## config.mk

```make
export PLATFORM = sky130hd
export DESIGN_NAME = regfile_mp
export DESIGN_NICKNAME = d
export VERILOG_FILES = /design/src/rtl/regfile_mp_pkg.sv /design/src/rtl/regfile_mp_sb.sv /design/src/rtl/regfile_mp.sv
export SDC_FILE = /design/constraint.sdc
export NUM_CORES = 1
export LEC_CHECK = 0
export ABC_AREA = 0
export BUFFER_PORTS_ARGS = -buffer_cell sky130_fd_sc_hd__buf_4
export CAP_MARGIN = 20
export CORE_UTILIZATION = 53
export CTS_CLUSTER_DIAMETER = 60
export DETAILED_ROUTE_END_ITERATION = 10
export GPL_TIMING_DRIVEN = 0
export PLACE_DENSITY = 0.71
export SLEW_MARGIN = 20
export SYNTH_ARGS = -nofsm -noshare
export SYNTH_HDL_FRONTEND = slang
export SYNTH_SLANG_ARGS = --single-unit
```

## constraint.sdc

```tcl
create_clock -name clk -period 4 [get_ports clk]
set_input_delay 0.6 -clock clk [delete_from_list [all_inputs] [get_ports clk]]
set_output_delay 0.6 -clock clk [all_outputs]
set_load 0.05 [all_outputs]
```

## src/rtl/regfile_mp_pkg.sv

```systemverilog
// Shared defaults and write-port priority for the regfile_mp register file.
package regfile_mp_pkg;

  localparam int unsigned DW_DEF    = 28;
  localparam int unsigned DEPTH_DEF = 16;
  localparam int unsigned NRD_DEF   = 2;

  // On a same-register W0/W1 collision the ALU result (W0) is kept.
  localparam bit W0_WINS = 1'b1;

  // True when both ports target the same writable (nonzero) register.
  function automatic logic wr_same_dst(input logic en0, input logic en1,
                                       input logic [31:0] a0, input logic [31:0] a1);
    return en0 && en1 && (a0 == a1) && (a0 != 32'd0);
  endfunction

endpackage

```

## src/rtl/regfile_mp_sb.sv

```systemverilog
// Busy scoreboard: issue marks a destination pending, either writeback port clears it.
// With REGFILE_MP_BYPASS_EN, rd_busy hides a busy bit that is being cleared this cycle.
module regfile_mp_sb
  import regfile_mp_pkg::*;
#(
  parameter int unsigned DEPTH = DEPTH_DEF,
  parameter int unsigned NRD   = NRD_DEF,
  localparam int unsigned AW   = $clog2(DEPTH)
) (
  input  logic              clk,
  input  logic              rst_n,
  input  logic              iss_en,
  input  logic [AW-1:0]     iss_addr,
  input  logic              wr0_en,
  input  logic [AW-1:0]     wr0_addr,
  input  logic              wr1_en,
  input  logic [AW-1:0]     wr1_addr,
  input  logic [NRD*AW-1:0] rd_addr,
  output logic              iss_ready,
  output logic [NRD-1:0]    rd_busy,
  output logic [DEPTH-1:0]  busy_vec
);

  logic [DEPTH-1:0] busy_q, busy_d;
  logic [DEPTH-1:0] set_vec, clr_vec;

  always_comb begin
    set_vec = '0;
    clr_vec = '0;
    for (int i = 1; i < DEPTH; i++) begin
      set_vec[i] = iss_en && (iss_addr == AW'(i)) && !busy_q[i];
      clr_vec[i] = (wr0_en && (wr0_addr == AW'(i))) || (wr1_en && (wr1_addr == AW'(i)));
    end
  end

  // Set beats clear: the issuing instruction is the newer producer.
  always_comb begin
    busy_d    = (busy_q & ~clr_vec) | set_vec;
    busy_d[0] = 1'b0;
  end

  always_ff @(posedge clk or negedge rst_n) begin
    if (!rst_n) begin
      busy_q <= '0;
    end else begin
      busy_q <= busy_d;
    end
  end

  assign iss_ready = !busy_q[iss_addr];
  assign busy_vec  = busy_q;

  for (genvar k = 0; k < NRD; k++) begin : g_rd_busy
    logic [AW-1:0] a;
    assign a = rd_addr[k*AW +: AW];
`ifdef REGFILE_MP_BYPASS_EN
    assign rd_busy[k] = busy_q[a] && !(clr_vec[a] && !set_vec[a]);
`else
    assign rd_busy[k] = busy_q[a];
`endif
  end

endmodule

```

## src/rtl/regfile_mp.sv

```systemverilog
// Multi-read, dual-write thread register file with integrated busy scoreboard; reg0 reads zero.
// Define REGFILE_MP_BYPASS_EN to forward same-cycle write data onto the read ports.
module regfile_mp
  import regfile_mp_pkg::*;
#(
  parameter int unsigned DW    = DW_DEF,
  parameter int unsigned DEPTH = DEPTH_DEF,
  parameter int unsigned NRD   = NRD_DEF,
  localparam int unsigned AW   = $clog2(DEPTH)
) (
  input  logic              clk,
  input  logic              rst_n,
  input  logic [NRD*AW-1:0] rd_addr,
  output logic [NRD*DW-1:0] rd_data,
  output logic [NRD-1:0]    rd_busy,
  input  logic              wr0_en,
  input  logic [AW-1:0]     wr0_addr,
  input  logic [DW-1:0]     wr0_data,
  input  logic              wr1_en,
  input  logic [AW-1:0]     wr1_addr,
  input  logic [DW-1:0]     wr1_data,
  input  logic              iss_en,
  input  logic [AW-1:0]     iss_addr,
  output logic              iss_ready,
  output logic              wr_collide,
  output logic [DEPTH-1:0]  busy_vec
);

  logic [DW-1:0] regs_q [DEPTH];
  logic          collide;
  logic          wr0_we, wr1_we;

  assign collide = wr_same_dst(wr0_en, wr1_en, 32'(wr0_addr), 32'(wr1_addr));
  // The losing port of a collision is suppressed; address 0 is never written.
  assign wr0_we  = wr0_en && (wr0_addr != '0) && !(collide && !W0_WINS);
  assign wr1_we  = wr1_en && (wr1_addr != '0) && !(collide && W0_WINS);

  always_ff @(posedge clk or negedge rst_n) begin
    if (!rst_n) begin
      for (int i = 0; i < DEPTH; i++) begin
        regs_q[i] <= '0;
      end
      wr_collide <= 1'b0;
    end else begin
      if (wr0_we) regs_q[wr0_addr] <= wr0_data;
      if (wr1_we) regs_q[wr1_addr] <= wr1_data;
      wr_collide <= collide;
    end
  end

  for (genvar k = 0; k < NRD; k++) begin : g_rd
    logic [AW-1:0] a;
    logic [DW-1:0] val;
    assign a = rd_addr[k*AW +: AW];
    always_comb begin
      val = (a == '0) ? '0 : regs_q[a];
`ifdef REGFILE_MP_BYPASS_EN
      if (wr0_we && (wr0_addr == a)) begin
        val = wr0_data;
      end else if (wr1_we && (wr1_addr == a)) begin
        val = wr1_data;
      end
`endif
    end
    assign rd_data[k*DW +: DW] = val;
  end

  regfile_mp_sb #(
    .DEPTH (DEPTH),
    .NRD   (NRD)
  ) u_sb (
    .clk       (clk),
    .rst_n     (rst_n),
    .iss_en    (iss_en),
    .iss_addr  (iss_addr),
    .wr0_en    (wr0_en),
    .wr0_addr  (wr0_addr),
    .wr1_en    (wr1_en),
    .wr1_addr  (wr1_addr),
    .rd_addr   (rd_addr),
    .iss_ready (iss_ready),
    .rd_busy   (rd_busy),
    .busy_vec  (busy_vec)
  );

endmodule

```

==> out/metrics.cfg, run 1 <==
[timing]
fin_ws_ps = 13.47
setup_viol = 0
min_period_over_period_pct = 99.66
drv_slew = 0
worst_pin_slew_ps = 1218
finalHoldViolations = 0
period_needed_ps = 3987
fmax_ghz = 0.2508
skew_ps = 0
fin_setup_tns_ps = 0
slew_headroom_pct = 18.81
grt_setup_unrepaired = false

[logic_synthesis]
synth_edf_count = 0
ys_seq_area_share_pct = 37.22
synth_nets = 2268
synthArstFlopShare_pct = 100.0
synth_top_area_share_pct = 37.22
yosys-top-cells-area = dfrtp_1, mux2_2, mux4_2
syn-cell-area_um2 = 29310
synth_ff_type = dfrtp_1
yosys.area.top_type = dfrtp_1
ys_seq_elements = 436
yosys_warnings = 0
syn-mean-instance-area_um2 = 13.40
synthesis.instances = 2187
synth.distinct_cells = 51

[global_route]
grt_pass1_wl_um = 143400
grt_pass1_vias = 22310
grt_usage_pct = 34.67
grt_max_degree = 95
antenna_found_initial = 1
grt_overflow = 0

[layout]
multiInputGateArea_um2 = 17220
fillers = 4231
area_growth_pct = 13.21
drive_gt1_share_pct = 56.01
postLayoutCoreUtil_pct = 61.19
layout_commonest_cell = mux2_2
ff_latch_area_um2 = 10910
most-common-layout-cells = mux2_2, dfrtp_1, mux4_2
num-nets-final = 2471

[setup_path]
cp_num_buf_inv = 4
cp_top_family = buffers and inverters
crit_fanout = 10
cp_data_required_time_ps = 3400
cp-start-kind = input pin
crit_top_cell = clkbuf_1
path_class = input pin to output pin
critPathSlowestCell = buf_1
end_kind = output pin
arrival_ps = 3390
critPathMaxStageDelay_ps = 690
cp_cell_sequence = clkbuf_1, buf_1, clkbuf_1, a22oi_1, o21ai_0, o21a_1, buf_4

[die]
die_h_um = 237.2
core_area_um2 = 54240
dieArea_um2 = 56250
chipWidth_um = 237.2
initial_core_util_pct = 54.05
rows = 85
io_pins = 157

[routing]
vias = 21060
firstDrtPassIters = 6
ant_nets = 0
drt_iter0_drc = 2139
wl_met3_um = 8651
wire_per_inst_um = 30.73
met1Wirelength_um = 39020
route.top_layer_used = met4
wl_met2_um = 44210
drcViolationCount = 0
routed_wirelength_um = 96110
viasPerCell = 6.732

[power]
power_switching_mw = 5.371
switching_share_pct = 31.37
ir_drop_mv = 0.3718
p_int_mw = 11.75
p_leak_nw = 13.70
clkPwrFrac_pct = 28.5
power.density_nw_per_um2 = 516.0
seqPwrFrac_pct = 38.1
power_frac_comb_pct = 33.4

[clocking]
htreeDepth = 2
cts_buffers = 52
clk_pin_slew_worst_paths_ps = 60
clk_latency_ps = 600
ctsRootBufferMaster = clkbuf_16
cts_tree = done
clkSinkCount = 436
clockBufferDepth = 3
post-cts-setup-buffers = 0

[placed_design]
dp_worst_setup_slack_ps = -520.8
place.gp.congestion = 0.9621
portBuffers = 143
dp_hpwl_um = 66070

[hold_path]
worstHoldPathType = input pin to flop

[run]
drv_cap = 0

[status]
status = complete, no violations

-- power by group through the flow --
stage                     Combinational, mW  Sequential, mW  Clock (mW)
final                                  5.73            6.52        4.87
after CTS                              5.71            6.47        4.91
after global placement                 5.48            6.39           0
after global routing                   6.10            6.66        5.09
after detailed placement               5.69            6.55           0
after floorplan                        4.35            6.36           0
-- metrics by stage --
step	total power [mW]	hold WS, ps	cells	area [µm²]
after floorplan	10.71	304.4	2187	29310
after global routing	17.85	262.3	3127	33190
after CTS	17.10	225.4	3127	33190
after global placement	11.87	564.9	3026	31260
after detailed placement	12.23	569.8	3032	31420
final	17.12	246.8	3128	33190
-- layer usage --
metal / vias to the layer above / track usage [%]
li1: 8761 / -
met1: 11050 / 45.95
met2: 1003 / 54.04
met3: 245 / 8.536
met4: 0 / 15.74
met5: - / 0
-- Yosys cell counts, types with 22 or more instances --
library cell	n
mux2_2	833
dfrtp_1	436
mux4_2	179
clkbuf_1	145
nand2_1	72
mux2i_1	59
a21oi_1	58
mux2_1	45
nand2b_1	34
a22oi_1	31
buf_1	30
o21a_1	29
o21ai_0	29
a221o_1	28
buf_4	22
-- what timing repair did --
action	4_1_cts	5_1_grt
endpoints found under the hold margin	3	0
pin swaps	0	0
endpoints found under the setup margin	49	27
resized for setup	11	11
hold buffers	1	0
-- worst register-to-register path, cell delays in order, from the launching register on --
cell,delay (ps)
dfrtp_1,440
mux2_2,280
mux2_2,270
-- registers in the layout (all words and copies together) (netlist names) --
| name | flops |
|---|---|
| regs_q | 420 |
| u_sb.busy_vec | 15 |
| wr_collide | 1 |
-- logic make-up (layout without fill, tap and decap cells) --
logic type,after synthesis,after routing,synth area share [%]
xor gates and xnor gates,3,3,0.08965
other,1,3,0.01279
AOI/OAI and AO/OA,208,208,5.305
muxes,1136,1136,50.52
and+or+nand+nor,162,162,2.796
buffers and inverters,241,484,4.059
DFF,436,436,37.22
-- final timing paths --
check                                   from           endpoint  slack [ps]  cells after the start
min reg2reg                u_sb.busy_vec[10]  u_sb.busy_vec[10]         590                      1
max                               rd_addr[1]         rd_data[9]          10                      7
max reg2reg                      regs_q[168]        regs_q[168]        2910                      2
max in group asynchronous              rst_n        regs_q[186]        1610                      5
min                             wr1_data[14]         regs_q[42]         250                      2
min in group asynchronous              rst_n        regs_q[141]         560                      2
-- cell type report --
cell class | count | area share [%]
clock buffer | 76 | 4.562
buffer | 237 | 3.653
inverter | 3 | 0.03393
clock inverter | 18 | 0.6560
multi-input combinational | 1510 | 51.88
timing repair buffer | 150 | 3.698
sequential | 436 | 32.87
antenna | 2 | 0.01508
tap | 696 | 2.624
No activity file was read; power rests on OpenSTA's default activity.
==> run 2: changes to the inputs <==
==> constraint.sdc (replaced) <==
create_clock -name clk -period 4 [get_ports clk]
set_input_delay 0.4 -clock clk [delete_from_list [all_inputs] [get_ports clk]]
set_output_delay 0.4 -clock clk [all_outputs]
set_load 0.05 [all_outputs]
==> out/metrics.cfg, run 2 (synthesis results as in run 1) <==
[timing]
worst_pin_slew_ps = 1228  ; was 1218 ps
setup_viol = 1  ; was 0
grt_setup_unrepaired = false  ; unchanged
period_needed_ps = 4067  ; was 3987 ps
finalHoldViolations = 0  ; unchanged
slew_headroom_pct = 18.12  ; was 18.81%
min_period_over_period_pct = 101.7  ; was 99.66%
drv_slew = 0  ; unchanged
fmax_ghz = 0.2459  ; was 0.2508 GHz
skew_ps = 0  ; unchanged
fin_ws_ps = -67.36  ; was 13.47 ps

[setup_path]
end_kind = output pin  ; unchanged
cp_data_required_time_ps = 3600  ; was 3400 ps
crit_fanout = 10  ; unchanged
reg2reg_from = regs_q[390]  ; was regs_q[168]
arrival_ps = 3670  ; was 3390 ps
cp-start-kind = input pin  ; unchanged
r2r_slack_ps = 2910  ; about the same
timing.rr.end = regs_q[390]  ; was regs_q[168]
crit_start = rd_addr[0]  ; was rd_addr[1]
cp-endpoint = rd_data[26]  ; was rd_data[9]
reg2reg_depth = 2  ; unchanged
path_class = input pin to output pin  ; unchanged

[clocking]
clk_latency_ps = 600  ; about the same
clkSinkCount = 436  ; unchanged
ctsRootBufferMaster = clkbuf_16  ; unchanged
post-cts-setup-buffers = 0  ; unchanged
cts_tree = done  ; unchanged
htreeDepth = 2  ; unchanged
clk_pin_slew_worst_paths_ps = 60  ; about the same
clockBufferDepth = 3  ; unchanged
cts_buffers = 52  ; unchanged

[placed_design]
dp_hpwl_um = 66070  ; unchanged
place_inst = 3032  ; unchanged
place.gp.congestion = 0.9621  ; unchanged
portBuffers = 143  ; unchanged

[routing]
drcViolationCount = 0  ; unchanged
vias = 21080  ; was 21060
viasPerCell = 6.736  ; was 6.732
routed_wirelength_um = 96040  ; was 96110 µm
drt_iter0_drc = 2012  ; was 2139
ant_nets = 0  ; unchanged
wire_per_inst_um = 30.69  ; was 30.73 µm
firstDrtPassIters = 6  ; unchanged

[run]
drv_cap = 0  ; unchanged

[die]
dieArea_um2 = 56250  ; unchanged
io_pins = 157  ; unchanged
chipWidth_um = 237.2  ; unchanged
die_h_um = 237.2  ; unchanged
core_area_um2 = 54240  ; unchanged
rows = 85  ; unchanged
initial_core_util_pct = 54.05  ; unchanged

[hold_path]
worstHoldPathType = input pin to flop  ; unchanged

[layout]
area_growth_pct = 13.18  ; was 13.21%
layout_commonest_cell = mux2_2  ; unchanged
regMostFlops = regs_q  ; unchanged
postLayoutCoreUtil_pct = 61.17  ; was 61.19%
finalNonFillerCells = 3129  ; was 3128
drive_gt1_share_pct = 55.63  ; was 56.01%
largest_register_ffs = 420  ; unchanged
num-nets-final = 2473  ; was 2471
most-common-layout-cells = mux2_2, dfrtp_1, mux4_2  ; unchanged

[global_route]
grt_max_degree = 95  ; unchanged
grt_pass1_wl_um = 143400  ; about the same
grt_pass1_vias = 22320  ; was 22310
grt_overflow = 0  ; unchanged
antenna_found_initial = 1  ; unchanged
grt_usage_pct = 34.67  ; unchanged

[power]
power.density_nw_per_um2 = 516.4  ; was 516.0 nW/µm²
ir_drop_mv = 0.3706  ; was 0.3718 mV
finalPower_mw = 17.13  ; was 17.12 mW
p_leak_nw = 13.68  ; was 13.70 nW

[status]
status = finished with violations  ; was complete, no violations
violations = negative setup slack

==> run 2: cell type report <==
type | count | area [µm²]
Sequential cell | 436 | 10910
Timing Repair Buffer | 151 | 1239
Tap cell | 696 | 870.8
Inverter | 3 | 11.26
Clock inverter | 18 | 217.7
Clock buffer | 76 | 1514
Antenna cell | 1 | 2.502
Multi-Input combinational cell | 1510 | 17220
Fill cell | 4227 | 21060
Buffer | 238 | 1194
==> run 2: per-layer routing <==
layer	vias to the layer above	track usage (%)	routed length (µm)
met5	-	0	0
met3	237	8.652	9066
met2	1041	53.94	44050
met1	11030	45.86	38680
li1	8765	-	-
met4	0	15.97	4242
==> run 2: timing repair <==
action	CTS	global route
hold endpoints to repair	81	0
cloned	0	0
hold buffers	1	0
setup endpoints to repair	7	12
gates resized for setup	1	2
==> run 2: worst max-delay path, stage by stage <==
cell and delay [ps]:
clkbuf_1 500, nor2b_1 270, clkbuf_1 660, buf_1 720, a22oi_1 160, o21ai_0 570
o21a_1 190, buf_4 190
==> run 2: power by group <==
part	internal [mW]	switching, mW	leakage (nW)
clock network	2.88	2.00	0.859
logic	3.27	2.47	7.57
registers	5.60	0.918	5.25
total	11.8	5.38	13.7
==> run 2: worst min path at each step <==
stage / start / to / slack [ps] / cells past startpoint
after floorplan: rst_n / regs_q[0] / 100 / 0
after global placement: u_sb.busy_vec[6] / u_sb.busy_vec[6] / 560 / 1
after detailed placement: rst_n / regs_q[112] / 430 / 1
after CTS: wr1_data[14] / regs_q[42] / 30 / 2
after global routing: wr1_data[14] / regs_q[42] / 60 / 2
final: wr1_data[14] / regs_q[42] / 50 / 2
==> run 2: per-stage QoR <==
stage	setup slack [ps]	cell area (µm²)	hold WS (ps)	TNS, ps
5_1_grt	53.28	33180	62.28	0
4_1_cts	73.20	33160	25.42	0
6_report	-67.36	33180	45.69	-67.36
3_5_place_dp	-120.8	31420	427.9	-511.8
3_3_place_gp	-2086	31260	564.9	-883560
2_1_floorplan	974.2	29310	104.4	0
